File: src/rtl/fire_pkg.sv
// Shared types and constants for the fire-protection sensor front end.
// Channel FSM states and the fail-safe levels driven while a sensor is stale.
package fire_pkg;

    typedef enum logic [1:0] {
        CLEAR   = 2'd0,
        RISING  = 2'd1,
        ACTIVE  = 2'd2,
        FALLING = 2'd3
    } ch_state_t;

    localparam logic HEAT_FAILSAFE  = 1'b0;
    localparam logic SMOKE_FAILSAFE = 1'b1;

endpackage

File: src/rtl/sensor_channel.sv
// One sensor channel: hysteresis thresholds, persistence filter, stale watchdog.
// Output is registered; the state only moves on cycles where i_valid is high.
import fire_pkg::*;

module sensor_channel #(
    parameter int   DATA_W       = 12,
    parameter int   ON           = 600,
    parameter int   OFF          = 550,
    parameter int   PERSIST      = 4,
    parameter int   STALE_CYCLES = 1000,
    parameter logic FAILSAFE     = 1'b0
) (
    input  logic              clk,
    input  logic              reset,
    input  logic              i_valid,
    input  logic [DATA_W-1:0] i_data,
    output logic              o_signal,
    output logic              o_fault
);

    localparam int IDLE_W = $clog2(STALE_CYCLES + 1);
    localparam logic [IDLE_W-1:0] STALE_MAX = IDLE_W'(STALE_CYCLES);
    localparam logic [DATA_W-1:0] ON_V      = DATA_W'(ON);
    localparam logic [DATA_W-1:0] OFF_V     = DATA_W'(OFF);
    localparam logic [3:0]        PERSIST_V = 4'(PERSIST);

    ch_state_t         r_state;
    ch_state_t         w_state_nxt;
    ch_state_t         w_base_state;
    logic [3:0]        r_cnt;
    logic [3:0]        w_cnt_nxt;
    logic [3:0]        w_base_cnt;
    logic [3:0]        w_cnt_inc;
    logic [IDLE_W-1:0] r_idle;
    logic [IDLE_W-1:0] w_idle_nxt;
    logic              r_fault;
    logic              w_fault_nxt;
    logic              r_out;
    logic              w_out_nxt;
    logic              w_hi;
    logic              w_lo;

    assign w_hi = (i_data >= ON_V);
    assign w_lo = (i_data <= OFF_V);

    // A sample arriving while faulted is judged as if the FSM had just been reset.
    assign w_base_state = r_fault ? CLEAR : r_state;
    assign w_base_cnt   = r_fault ? 4'd0  : r_cnt;
    assign w_cnt_inc    = w_base_cnt + 4'd1;

    always_comb begin
        w_state_nxt = r_state;
        w_cnt_nxt   = r_cnt;
        if (i_valid) begin
            w_state_nxt = w_base_state;
            w_cnt_nxt   = w_base_cnt;
            case (w_base_state)
                CLEAR: begin
                    if (w_hi) begin
                        w_state_nxt = RISING;
                        w_cnt_nxt   = 4'd1;
                    end
                end
                RISING: begin
                    if (!w_hi) begin
                        w_state_nxt = CLEAR;
                        w_cnt_nxt   = 4'd0;
                    end else if (w_cnt_inc == PERSIST_V) begin
                        w_state_nxt = ACTIVE;
                        w_cnt_nxt   = 4'd0;
                    end else begin
                        w_cnt_nxt   = w_cnt_inc;
                    end
                end
                ACTIVE: begin
                    if (w_lo) begin
                        w_state_nxt = FALLING;
                        w_cnt_nxt   = 4'd1;
                    end
                end
                FALLING: begin
                    if (!w_lo) begin
                        w_state_nxt = ACTIVE;
                        w_cnt_nxt   = 4'd0;
                    end else if (w_cnt_inc == PERSIST_V) begin
                        w_state_nxt = CLEAR;
                        w_cnt_nxt   = 4'd0;
                    end else begin
                        w_cnt_nxt   = w_cnt_inc;
                    end
                end
                default: begin
                    w_state_nxt = CLEAR;
                    w_cnt_nxt   = 4'd0;
                end
            endcase
        end
    end

    always_comb begin
        w_idle_nxt = r_idle;
        if (i_valid) begin
            w_idle_nxt = '0;
        end else if (r_idle != STALE_MAX) begin
            w_idle_nxt = r_idle + 1'b1;
        end
    end

    assign w_fault_nxt = (w_idle_nxt == STALE_MAX);
    assign w_out_nxt   = w_fault_nxt ? FAILSAFE
                                     : ((w_state_nxt == ACTIVE) || (w_state_nxt == FALLING));

    always_ff @(posedge clk or posedge reset) begin
        if (reset) begin
            r_state <= CLEAR;
            r_cnt   <= 4'd0;
            r_idle  <= '0;
            r_fault <= 1'b0;
            r_out   <= 1'b0;
        end else begin
            r_state <= w_state_nxt;
            r_cnt   <= w_cnt_nxt;
            r_idle  <= w_idle_nxt;
            r_fault <= w_fault_nxt;
            r_out   <= w_out_nxt;
        end
    end

    assign o_signal = r_out;
    assign o_fault  = r_fault;

endmodule

File: src/rtl/fire_sensor_conditioner.sv
// Conditions raw temperature and smoke samples into clean heat/smoke levels.
// Two independent channels; all outputs registered, no input-to-output paths.
import fire_pkg::*;

module fire_sensor_conditioner #(
    parameter int DATA_W       = 12,
    parameter int HEAT_ON      = 600,
    parameter int HEAT_OFF     = 550,
    parameter int SMOKE_ON     = 300,
    parameter int SMOKE_OFF    = 250,
    parameter int PERSIST      = 4,
    parameter int STALE_CYCLES = 1000
) (
    input  logic              clk,
    input  logic              reset,
    input  logic              temp_valid,
    input  logic [DATA_W-1:0] temp_data,
    input  logic              smoke_valid,
    input  logic [DATA_W-1:0] smoke_data,
    output logic              heat_signal,
    output logic              smoke_signal,
    output logic [1:0]        sensor_fault
);

    logic w_temp_fault;
    logic w_smoke_fault;

    sensor_channel #(
        .DATA_W       (DATA_W),
        .ON           (HEAT_ON),
        .OFF          (HEAT_OFF),
        .PERSIST      (PERSIST),
        .STALE_CYCLES (STALE_CYCLES),
        .FAILSAFE     (HEAT_FAILSAFE)
    ) u_temp_ch (
        .clk      (clk),
        .reset    (reset),
        .i_valid  (temp_valid),
        .i_data   (temp_data),
        .o_signal (heat_signal),
        .o_fault  (w_temp_fault)
    );

    sensor_channel #(
        .DATA_W       (DATA_W),
        .ON           (SMOKE_ON),
        .OFF          (SMOKE_OFF),
        .PERSIST      (PERSIST),
        .STALE_CYCLES (STALE_CYCLES),
        .FAILSAFE     (SMOKE_FAILSAFE)
    ) u_smoke_ch (
        .clk      (clk),
        .reset    (reset),
        .i_valid  (smoke_valid),
        .i_data   (smoke_data),
        .o_signal (smoke_signal),
        .o_fault  (w_smoke_fault)
    );

    assign sensor_fault = {w_smoke_fault, w_temp_fault};

endmodule

File: config.mk
export PLATFORM = sky130hd
export DESIGN_NAME = fire_sensor_conditioner
export DESIGN_NICKNAME = d
export VERILOG_FILES = /design/src/rtl/fire_pkg.sv /design/src/rtl/sensor_channel.sv /design/src/rtl/fire_sensor_conditioner.sv
export SDC_FILE = /design/constraint.sdc
export NUM_CORES = 1
export LEC_CHECK = 0
export BUFFER_PORTS_ARGS = -buffer_cell sky130_fd_sc_hd__buf_2
export CELL_PAD_IN_SITES_DETAIL_PLACEMENT = 0
export CELL_PAD_IN_SITES_GLOBAL_PLACEMENT = 1
export CORE_MARGIN = 2
export CORE_UTILIZATION = 39
export DETAILED_ROUTE_END_ITERATION = 10
export GPL_TIMING_DRIVEN = 0
export HOLD_SLACK_MARGIN = 0.08
export PLACE_DENSITY_LB_ADDON = 0.1
export SLEW_MARGIN = 15
export SYNTH_ARGS = -nofsm -noshare
export SYNTH_HDL_FRONTEND = slang
export SYNTH_SLANG_ARGS = --single-unit
export TNS_END_PERCENT = 50
File: constraint.sdc
create_clock -name clk -period 2.16 [get_ports clk]
set_input_delay 0.432 -clock clk [delete_from_list [all_inputs] [get_ports clk]]
set_output_delay 0.432 -clock clk [all_outputs]
set_load 0.005 [all_outputs]
# Yosys cells after proc, flatten, opt, wreduce, memory -nomap -nowiden
# Index checks and enable logic that the tools add are counted.
# totals
reg_bits	36
in_bits	28
output_inout_bits	4
# classes
add_sub_neg	4
magnitude_cmp	4
eq_ne	16
muxes	38
reduce_logical	4
# ops
op	n
$mux 4	12
$mux 10	4
$mux 2	16
$pmux 4 s4	2
$add 10x1->10 const B	2
$eq 10x10->1 const B	2
$ne 10x10->1 const B	2
$eq 2x2->1 const B	8
$pmux 2 s4	2
$ge 12x10->1 const B	1
$ge 12x9->1 const B	1
$le 12x10->1 const B	1
$le 12x8->1 const B	1
$add 4x1->4 const B	2
$eq 4x3->1 const B	2
$eq 2x1->1 const B	2
$logic_not 2->1	2
$logic_or 1x1->1	2
$mux 1	2

# Depth between registers and ports, before layout
# Gate-level depths: netlist (run 1).
# logic_depth
word_depth	10
ltp_mapped	9
mapped_depth_nobuf	8

# By module
# A second synthesis (run 1) with hierarchy kept.
# hier_totals
cells_unflattened	274
hier_area_um2	2389.8
# modules_own_cells
mod	n_inst	cells_each	area_each_um2	seq_area_each_um2
sensor_channel at u_temp_ch	1	138	1218.7	450.4
sensor_channel at u_smoke_ch	1	134	1156.1	450.4
fire_sensor_conditioner	1	2	15.0	0.0

# Worst setup path before layout (run 1)
# Ideal clock, no wire load.
# synth_timing
kind	reg-to-reg
start	register u_temp_ch.r_idle[0]
end	register u_temp_ch.r_out (netlist: u_temp_ch.o_signal)
setup_time_ps	129
arrival_ps	2107
required_ps	2031
path_slack_ps	-76
path_stages_with_launch	10
n_path_buf	1
synth_period_minus_slack_ps	2236
cell_sequence	dfrtp_1 > inv_1 > ha_1 > nand3_1 > or4_1 > buf_2 > nor2_2 > a21oi_1 > or4b_4 > o41a_1
# synth_via
elab_chain_len	5
word_cells_on_any_way	6
classes_between	add/sub: 1; eq/ne: 2; mux: 3
# synth_lines
item	line_no	rtl
start, declared	sensor_channel.sv:34	logic [IDLE_W-1:0] r_idle;
start signal, assigned	sensor_channel.sv:123	r_idle <= w_idle_nxt;
$add 10x1->10 / $ne 10x10->1 (equally long branches)	sensor_channel.sv:105, sensor_channel.sv:104	
$mux 10 (*)	sensor_channel.sv:104	end else if (r_idle != STALE_MAX) begin
$mux 10 (*)	sensor_channel.sv:102	if (i_valid) begin
$eq 10x10->1 (*)	sensor_channel.sv:109	assign w_fault_nxt = (w_idle_nxt == STALE_MAX);
$mux 1 (*)	sensor_channel.sv:110	assign w_out_nxt = w_fault_nxt ? FAILSAFE
named net u_temp_ch.w_out_nxt	sensor_channel.sv:39	logic w_out_nxt;
end signal, assigned	sensor_channel.sv:125	r_out <= w_out_nxt;
end, declared	sensor_channel.sv:38	logic r_out;
# The timed path passes the listed nets; every way through them passes the cells marked *.
# A chain may end at the register's enable or synchronous reset.

# Final worst setup path (run 1)
# Ends and elaborated chain as after synthesis.

==> results of run 1 <==
layout make-up:
cell class | count | area, sq um | area share (%)
multi-input combinational | 231 | 1410 | 48.8
clock buffer | 5 | 68.8 | 2.39
sequential | 36 | 903 | 31.4
clock inverter | 3 | 18.8 | 0.652
buffer | 17 | 83.8 | 2.91
timing repair buffer | 41 | 248 | 8.60
tap | 75 | 93.8 | 3.26
inverter | 15 | 56.3 | 1.96
worst min-delay path: stages:
cell and delay (ns):
sky130_fd_sc_hd__buf_2 0.12, sky130_fd_sc_hd__nor2_1 0.09, sky130_fd_sc_hd__mux2_2 0.16
synthesized netlist by cell type, drive strengths merged, types with 2 or more instances:
cell type / n / share of area, %
ha: 4 / 2.1
buf: 5 / 1.2
nor4: 3 / 0.78
nand2: 26 / 4.0
or4: 4 / 1.2
xnor2: 7 / 2.5
nand4b: 2 / 0.72
a31oi: 3 / 0.78
xor2: 7 / 2.5
or2: 3 / 0.78
o211ai: 5 / 1.6
mux2: 2 / 0.93
a211o: 2 / 0.72
a21oi: 21 / 4.3
nor2: 43 / 6.8
nor3b: 2 / 0.62
nand4: 8 / 2.1
dfrtp: 36 / 37
mux2i: 2 / 0.83
inv: 15 / 2.3
a22oi: 2 / 0.62
o22ai: 4 / 1.0
nor3: 6 / 1.2
o21ai: 13 / 2.7
and3: 3 / 0.78
and2: 2 / 0.57
o21a: 3 / 0.93
and4: 2 / 0.72
nand2b: 5 / 1.3
or3: 3 / 0.78
o31ai: 4 / 1.2
clkbuf: 13 / 2.1
nand3: 15 / 3.1
nor2b: 5 / 1.3
per-stage QoR:
step	std cells	power, mW	setup slack (ns)
final	423	1.86	-0.209
after global routing	423	2.00	-0.291
after CTS	416	1.87	-0.226
after detailed placement	406	1.37	-0.219
after global placement	405	1.37	-0.212
after floorplan	300	1.23	-0.0761
layer usage:
layer	share of wire, %	GRT usage (%)	up-vias
li1	-	-	1164
met1	48	20.8	1063
met2	47	28.0	46
met5	0	0	-
met4	0.95	4.43	0
met3	3.4	2.92	4
worst min path at each step:
stage,from,endpoint,slack [ns]
final,smoke_valid,u_smoke_ch.r_idle[3]$_DFF_PP0_,0.54
after detailed placement,reset,u_temp_ch.o_signal$_DFF_PP0_,0.34
after global placement,u_smoke_ch.r_idle[9]$_DFF_PP0_,u_smoke_ch.r_idle[9]$_DFF_PP0_,0.56
after global routing,smoke_valid,u_smoke_ch.r_idle[3]$_DFF_PP0_,0.56
after CTS,smoke_valid,u_smoke_ch.r_idle[3]$_DFF_PP0_,0.53
after floorplan,u_temp_ch.r_idle[9]$_DFF_PP0_,u_temp_ch.r_idle[9]$_DFF_PP0_,0.52
logic make-up (layout without fill, tap and decap cells):
family,Yosys count,after routing,share of synthesized area [%]
AO/OA/AOI/OAI,71,71,19.2
multiplexers,4,4,1.76
buffers and inverters,33,81,5.63
adder cells (fa/ha/maj),4,4,2.07
AND/OR/NAND/NOR,138,138,29.0
flip-flops,36,36,37.2
XOR/XNOR,14,14,5.06
power groups by stage:
stage,registers (mW),logic (mW),clock network [mW]
floorplan,0.834,0.392,0
global placement,0.859,0.511,0
detailed placement,0.855,0.517,0
CTS,0.842,0.522,0.503
global route,0.860,0.607,0.532
finish,0.844,0.537,0.479
cells in the final DEF, fill, tap and decap left out, types with 3 or more instances in the layout:
master	n
sky130_fd_sc_hd__nor2b_1	5
sky130_fd_sc_hd__or3_1	3
sky130_fd_sc_hd__nor3_1	6
sky130_fd_sc_hd__buf_2	33
sky130_fd_sc_hd__nand4_1	8
sky130_fd_sc_hd__a21oi_1	21
sky130_fd_sc_hd__buf_4	11
sky130_fd_sc_hd__ha_1	4
sky130_fd_sc_hd__xor2_1	7
sky130_fd_sc_hd__clkbuf_8	5
sky130_fd_sc_hd__clkbuf_1	9
sky130_fd_sc_hd__and3_1	3
sky130_fd_sc_hd__nand2b_1	5
sky130_fd_sc_hd__nand3_1	15
sky130_fd_sc_hd__inv_1	13
sky130_fd_sc_hd__or2_2	3
sky130_fd_sc_hd__a31oi_1	3
sky130_fd_sc_hd__nand2_1	26
sky130_fd_sc_hd__o21a_1	3
sky130_fd_sc_hd__o21ai_0	12
sky130_fd_sc_hd__nor2_1	41
sky130_fd_sc_hd__or4_1	4
sky130_fd_sc_hd__xnor2_1	7
sky130_fd_sc_hd__o211ai_1	5
sky130_fd_sc_hd__o31ai_1	4
sky130_fd_sc_hd__dfrtp_1	34
sky130_fd_sc_hd__o22ai_1	4
state kept, by name, summed over array words and instances, names as in the netlist:
name / count
u_temp_ch.r_idle: 10
u_temp_ch.r_cnt: 4
u_smoke_ch.o_signal: 1
u_temp_ch.o_fault: 1
u_smoke_ch.r_state: 2
u_smoke_ch.r_idle: 10
u_temp_ch.r_state: 2
u_smoke_ch.r_cnt: 4
u_smoke_ch.o_fault: 1
u_temp_ch.o_signal: 1
repair_timing:
action,4_1_cts,5_1_grt
pin swaps,0,2
setup endpoints to repair,3,4
cloned,0,0
setup buffers,1,8
resized for setup,2,12
hold buffers,1,0
endpoints found under the hold margin,5,0
==> metrics.txt, run 1 <==
# TYPE chip_impl_metric gauge
chip_impl_metric{name="fin_util",unit="%"} 48.3
chip_impl_metric{name="dieHeight",unit="um"} 82.8
chip_impl_metric{name="cp_data_required_time",unit="ns"} 2.32
chip_impl_metric{name="worstMarginPinSlew",unit="ns"} 0.517
chip_impl_info{name="endpoint",value="u_temp_ch.o_signal$_DFF_PP0_"} 1
chip_impl_metric{name="seq_area_frac_synth",unit="%"} 37.2
chip_impl_metric{name="floorplan.initialDensity",unit="%"} 40.7
chip_impl_metric{name="timing.max_cap.violations",unit=""} 0
chip_impl_metric{name="port_buffers",unit=""} 30
chip_impl_metric{name="floorplan.die.width",unit="um"} 82.8
chip_impl_metric{name="syn_nets",unit=""} 332
chip_impl_metric{name="post-dp-hpwl",unit="um"} 3930
chip_impl_metric{name="antenna_found_initial",unit=""} 0
chip_impl_metric{name="p_seq_share",unit="%"} 45.4
chip_impl_metric{name="yosysWarnings",unit=""} 0
chip_impl_metric{name="synth.ff_latch_count",unit=""} 36
chip_impl_info{name="clock-root-buffer",value="sky130_fd_sc_hd__clkbuf_8"} 1
chip_impl_metric{name="globalRouteOverflowTotal",unit=""} 0
chip_impl_metric{name="core_area",unit="sq um"} 5960
chip_impl_metric{name="achievable-frequency",unit="MHz"} 422
chip_impl_metric{name="comb_power_share",unit="%"} 28.9
chip_impl_metric{name="leakagePower",unit="nW"} 1.25
chip_impl_metric{name="cp_data_arrival_time",unit="ns"} 2.53
chip_impl_metric{name="dieArea",unit="sq um"} 6850
chip_impl_metric{name="vias",unit=""} 2277
chip_impl_metric{name="row_count",unit=""} 28
chip_impl_metric{name="hold_ws",unit="ns"} 0.542
chip_impl_metric{name="drtPass1Iterations",unit=""} 4
chip_impl_metric{name="clk_latency",unit="ns"} 0.29
chip_impl_info{name="crit_chain",value="inv_2, ha_1, nand3_1, or4_1, buf_6, nor2_4, a21oi_1, or4b_4, o41a_1"} 1
chip_impl_info{name="timing.critical_path.max_delay_family",value="simple AND/OR/NAND/NOR gates"} 1
chip_impl_info{name="rsz0062_at_grt",value="yes"} 1
chip_impl_metric{name="drt-wirelength-per-cell",unit="um"} 12.9
chip_impl_metric{name="antennaDiodeCount",unit=""} 0
chip_impl_metric{name="groute.usage.overall",unit="%"} 16.2
chip_impl_metric{name="slew_violations",unit=""} 0
chip_impl_metric{name="wire_length_of_the_first_global_routing_pass",unit="um"} 8640
chip_impl_metric{name="synth_edf_count",unit=""} 0
chip_impl_metric{name="power-per-cell-area",unit="nW/um^2"} 646
chip_impl_metric{name="power.switching_fraction",unit="%"} 35.1
chip_impl_metric{name="flow.area_growth_from_synthesis",unit="%"} 18.9
chip_impl_metric{name="num-fill-cells",unit=""} 605
chip_impl_metric{name="layout-drive-gt1-share",unit="%"} 20.1
chip_impl_metric{name="drc",unit=""} 0
chip_impl_info{name="crit_path_top_delay_cell",value="sky130_fd_sc_hd__or4b_4"} 1
chip_impl_info{name="yosys_most_used_dff",value="sky130_fd_sc_hd__dfrtp_1"} 1
chip_impl_metric{name="synthesis.area_per_instance",unit="sq um"} 8.07
chip_impl_metric{name="timing.final.crit_share",unit="%"} 110
chip_impl_metric{name="final_net_count",unit=""} 379
chip_impl_metric{name="critPathMaxFanout",unit=""} 5
chip_impl_info{name="failing_checks",value="negative setup slack"} 1
chip_impl_metric{name="setup_total_negative_slack",unit="ns"} -0.445
chip_impl_info{name="result_of_the_run",value="finished, violations left"} 1
chip_impl_metric{name="maxSlewHeadroom",unit="%"} 65.6
chip_impl_info{name="rr_startpoint",value="u_temp_ch.r_idle[0]$_DFF_PP0_"} 1
chip_impl_metric{name="switchingPower",unit="mW"} 0.653
chip_impl_info{name="cp-startpoint",value="u_temp_ch.r_idle[0]$_DFF_PP0_"} 1
chip_impl_info{name="worst_r2r_endpoint",value="u_temp_ch.o_signal$_DFF_PP0_"} 1
chip_impl_info{name="cts_tree",value="yes"} 1
chip_impl_metric{name="share_clk_of_total_power",unit="%"} 25.7
chip_impl_metric{name="clock_sink_count",unit=""} 36
chip_impl_metric{name="grt_max_degree",unit=""} 32
chip_impl_info{name="cp_capture_type",value="flop"} 1
chip_impl_metric{name="cts-root-to-sink-buffers",unit=""} 2
chip_impl_metric{name="ys_async_sr_fraction",unit="%"} 100
chip_impl_metric{name="via_count_of_the_first_global_routing_pass",unit=""} 1954
chip_impl_metric{name="final_setup_skew",unit="ns"} 0.00718
chip_impl_info{name="setup.worst_path.class",value="flop to flop"} 1
chip_impl_metric{name="cts_max_level",unit=""} 2
chip_impl_metric{name="place_area",unit="sq um"} 2690
chip_impl_metric{name="crit_buf_inv",unit=""} 2
chip_impl_metric{name="routabilityCongestion",unit=""} 0.776
chip_impl_metric{name="critical-path-max-stage-delay",unit="ns"} 0.52
chip_impl_metric{name="path_depth",unit=""} 9
chip_impl_metric{name="p_int",unit="mW"} 1.21
chip_impl_metric{name="rrSetupSlack",unit="ns"} -0.21
chip_impl_info{name="start_kind",value="flop"} 1
chip_impl_info{name="hold_path.class",value="primary input to flop"} 1
chip_impl_metric{name="finish.instance_area",unit="sq um"} 2880
chip_impl_metric{name="fin_ws",unit="ns"} -0.209
chip_impl_metric{name="cts-buffers-inserted",unit=""} 5
chip_impl_metric{name="rr_worst_depth",unit=""} 9
chip_impl_metric{name="vdd.ir_drop.worst",unit="mV"} 0.392
chip_impl_metric{name="antenna_left",unit=""} 0
chip_impl_metric{name="final_hold_vios",unit=""} 0
chip_impl_metric{name="routed_wl",unit="um"} 5460
chip_impl_metric{name="period_needed",unit="ns"} 2.37
chip_impl_metric{name="synth.lib_cells_used.distinct",unit=""} 59
chip_impl_metric{name="worst_hold_path.num_cells",unit=""} 3
chip_impl_metric{name="drt_first_iter_violations",unit=""} 73
chip_impl_metric{name="timing.final.setup_violations",unit=""} 3
chip_impl_metric{name="synth_cells",unit=""} 300
chip_impl_metric{name="netlist_area",unit="sq um"} 2420
chip_impl_metric{name="cts.reportedPaths.clkPinSlew",unit="ns"} 0.08
chip_impl_metric{name="ios",unit=""} 32
chip_impl_metric{name="vias_per_cell",unit=""} 5.38
Note: power is estimated with default switching activity, not from simulation.
==> run 2, diff against run 1 <==
==> constraint.sdc (replaced) <==
create_clock -name clk -period 2 [get_ports clk]
set_input_delay 0.4 -clock clk [delete_from_list [all_inputs] [get_ports clk]]
set_output_delay 0.4 -clock clk [all_outputs]
set_load 0.005 [all_outputs]
==> run 2 against run 1 <==
- the run still ends with negative setup slack left
- largest cell class unchanged
- critical endpoint unchanged
- core utilization up 0.38 points
- clock-buffer cell count did not move
- maximum frequency barely moved
- first-iteration DRC count up 11%
- die area stayed put
- sequential power increased by 7.9%
==> metrics.txt, run 2 (synthesized netlist as in run 1, its figures left out) <==
# TYPE chip_impl_metric gauge
chip_impl_info{name="result_of_the_run",value="finished, violations left"} 1
chip_impl_info{name="failing_checks",value="negative setup slack"} 1
chip_impl_metric{name="routabilityCongestion",unit=""} 0.776
chip_impl_info{name="top_regs",value="u_smoke_ch.r_idle: 10 flops, u_temp_ch.r_idle: 10 flops"} 1
chip_impl_info{name="top_layer_used",value="met4"} 1
chip_impl_metric{name="drt-wirelength-per-cell",unit="um"} 13.0
chip_impl_info{name="most-common-layout-cells",value="sky130_fd_sc_hd__nor2_1 (41), sky130_fd_sc_hd__dfrtp_1 (34), sky130_fd_sc_hd__buf_2 (33)"} 1
chip_impl_metric{name="cts.reportedPaths.clkPinSlew",unit="ns"} 0.08
chip_impl_metric{name="core_area",unit="sq um"} 5960
chip_impl_metric{name="vdd.ir_drop.worst",unit="mV"} 0.423
chip_impl_metric{name="floorplan.initialDensity",unit="%"} 40.7
chip_impl_metric{name="flow.area_growth_from_synthesis",unit="%"} 19.8
chip_impl_metric{name="cp_data_arrival_time",unit="ns"} 2.53
chip_impl_info{name="cts_tree",value="yes"} 1
chip_impl_metric{name="routed-wl-met2",unit="um"} 2650
chip_impl_metric{name="drtPass1Iterations",unit=""} 4
chip_impl_metric{name="timing.final.setup_violations",unit=""} 4
chip_impl_metric{name="achievable-frequency",unit="MHz"} 422
chip_impl_info{name="cp-startpoint",value="u_temp_ch.r_idle[0]$_DFF_PP0_"} 1
chip_impl_metric{name="post-dp-hpwl",unit="um"} 3930
chip_impl_metric{name="fin_ws",unit="ns"} -0.367
chip_impl_metric{name="fin_util",unit="%"} 48.7
chip_impl_metric{name="num-fill-cells",unit=""} 597
chip_impl_metric{name="leakagePower",unit="nW"} 1.25
chip_impl_metric{name="clk_latency",unit="ns"} 0.29
chip_impl_metric{name="ios",unit=""} 32
chip_impl_metric{name="worstMarginPinSlew",unit="ns"} 0.507
chip_impl_metric{name="timing.max_cap.violations",unit=""} 0
chip_impl_metric{name="drt_first_iter_violations",unit=""} 81
chip_impl_info{name="layout_commonest_cell",value="sky130_fd_sc_hd__nor2_1"} 1
chip_impl_metric{name="drc",unit=""} 0
chip_impl_metric{name="timing.final.crit_share",unit="%"} 118
chip_impl_metric{name="power-per-cell-area",unit="nW/um^2"} 692
chip_impl_metric{name="critPathMaxFanout",unit=""} 5
chip_impl_info{name="worst_r2r_endpoint",value="u_temp_ch.o_signal$_DFF_PP0_"} 1
chip_impl_info{name="rr_startpoint",value="u_temp_ch.r_idle[0]$_DFF_PP0_"} 1
chip_impl_metric{name="vias_per_cell",unit=""} 5.40
chip_impl_metric{name="via_count_of_the_first_global_routing_pass",unit=""} 1999
chip_impl_info{name="holdPathEnd",value="u_smoke_ch.r_idle[3]$_DFF_PP0_"} 1
chip_impl_info{name="cp_capture_type",value="flop"} 1
chip_impl_metric{name="final_net_count",unit=""} 378
chip_impl_metric{name="dieHeight",unit="um"} 82.8
chip_impl_metric{name="slew_violations",unit=""} 0
chip_impl_metric{name="wire_length_of_the_first_global_routing_pass",unit="um"} 8830
chip_impl_metric{name="row_count",unit=""} 28
chip_impl_metric{name="drt-met1-wl",unit="um"} 2630
chip_impl_metric{name="final_cell_count_no_fill",unit=""} 422
chip_impl_metric{name="clock_sink_count",unit=""} 36
chip_impl_metric{name="critical-path-max-stage-delay",unit="ns"} 0.52
chip_impl_metric{name="floorplan.die.width",unit="um"} 82.8
chip_impl_metric{name="vias",unit=""} 2280
chip_impl_metric{name="setup_total_negative_slack",unit="ns"} -0.764
chip_impl_metric{name="totalPowerFinal",unit="mW"} 2.01
chip_impl_metric{name="final_hold_vios",unit=""} 0
chip_impl_metric{name="rr_worst_depth",unit=""} 9
chip_impl_metric{name="antennaDiodeCount",unit=""} 0
chip_impl_info{name="crit_path_top_delay_cell",value="sky130_fd_sc_hd__or4b_4"} 1
chip_impl_metric{name="cts-root-to-sink-buffers",unit=""} 2
chip_impl_info{name="hold_path.class",value="primary input to flop"} 1
chip_impl_metric{name="groute.usage.overall",unit="%"} 16.6
chip_impl_info{name="min-delay-start",value="smoke_valid"} 1
chip_impl_info{name="start_kind",value="flop"} 1
chip_impl_metric{name="globalRouteOverflowTotal",unit=""} 0
chip_impl_metric{name="grt_max_degree",unit=""} 32
chip_impl_metric{name="maxSlewHeadroom",unit="%"} 66.2
chip_impl_metric{name="placedCellCount",unit=""} 406
chip_impl_info{name="rsz0062_at_grt",value="yes"} 1
chip_impl_metric{name="layout-drive-gt1-share",unit="%"} 21.6
chip_impl_metric{name="final_setup_skew",unit="ns"} 0.00686
chip_impl_metric{name="cts-buffers-inserted",unit=""} 5
chip_impl_metric{name="routed_wl",unit="um"} 5490
chip_impl_metric{name="placement.setup.worst_slack",unit="ns"} -0.379
chip_impl_metric{name="cp_data_required_time",unit="ns"} 2.16
chip_impl_metric{name="port_buffers",unit=""} 30
chip_impl_info{name="clock-root-buffer",value="sky130_fd_sc_hd__clkbuf_8"} 1
chip_impl_metric{name="worst_hold_path.num_cells",unit=""} 3
chip_impl_metric{name="rrSetupSlack",unit="ns"} -0.37
chip_impl_info{name="crit_chain",value="inv_2, ha_1, nand3_1, or4_1, buf_6, nor2_4, a21oi_1, or4b_4, o41a_1"} 1
chip_impl_metric{name="period_needed",unit="ns"} 2.37
chip_impl_metric{name="antenna_found_initial",unit=""} 0
chip_impl_metric{name="dieArea",unit="sq um"} 6850
chip_impl_metric{name="detailroute.wirelength.met3",unit="um"} 160
chip_impl_metric{name="antenna_left",unit=""} 0
chip_impl_info{name="setup.worst_path.class",value="flop to flop"} 1
chip_impl_metric{name="cts_max_level",unit=""} 2
[run 2: cell count changes in the layout (fill, tap and decap cells not counted), sizes merged]
cell and change:
clkbuf -1
[run 2: layout make-up]
class	count	area [sq um]	area share [%]
buffer	16	78.8	2.72
clock buffer	5	68.8	2.37
clock inverter	3	18.8	0.647
inverter	15	56.3	1.94
multi-input combinational	231	1430	49.4
sequential	36	903	31.1
tap	75	93.8	3.23
timing repair buffer	41	248	8.54
[run 2: report_power, final]
| group | switching, mW | internal (mW) |
|---|---|---|
| clock | 0.270 | 0.243 |
| sequential | 0.0941 | 0.817 |
| combinational | 0.339 | 0.246 |
| total | 0.703 | 1.31 |
[run 2: through the flow]
stage          instance area [sq um]  hold slack (ns)
2_1_floorplan                   2420            0.524
3_3_place_gp                    2670            0.564
3_5_place_dp                    2690            0.305
4_1_cts                         2840            0.503
5_1_grt                         2900            0.530
6_report                        2900            0.512
[run 2: worst max-delay path: cells and delay by family (launching register included)]
family	cells	cell delay (ns)
adders and majority gates	1	0.13
AOI/OAI and AO/OA	2	0.38
DFF	1	0.45
buffers and inverters	2	0.22
and+or+nand+nor	4	1.08
[run 2: worst max-delay path by stage]
stage | to | slack (ns) | cells past startpoint
after detailed placement | u_smoke_ch.o_signal$_DFF_PP0_ | -0.38 | 9
after CTS | u_temp_ch.o_signal$_DFF_PP0_ | -0.39 | 9
final | u_temp_ch.o_signal$_DFF_PP0_ | -0.37 | 9
after global routing | u_temp_ch.o_signal$_DFF_PP0_ | -0.45 | 9
after global placement | u_smoke_ch.o_signal$_DFF_PP0_ | -0.37 | 9
after floorplan | u_temp_ch.o_signal$_DFF_PP0_ | -0.24 | 9
[run 2: timing repair]
action                                  in CTS  in global routing
pin swaps                                    2                  3
resized for setup                           10                 12
endpoints found under the hold margin        5                  0
endpoints found under the setup margin       4                  4
buffers inserted                             4                  5
hold buffers                                 1                  0
[run 2: layer usage]
| metal | global-route usage [%] | vias up |
|---|---|---|
| met5 | 0 | - |
| met4 | 4.43 | 0 |
| met3 | 2.92 | 4 |
| met2 | 28.8 | 39 |
| met1 | 21.2 | 1073 |
| li1 | - | 1164 |
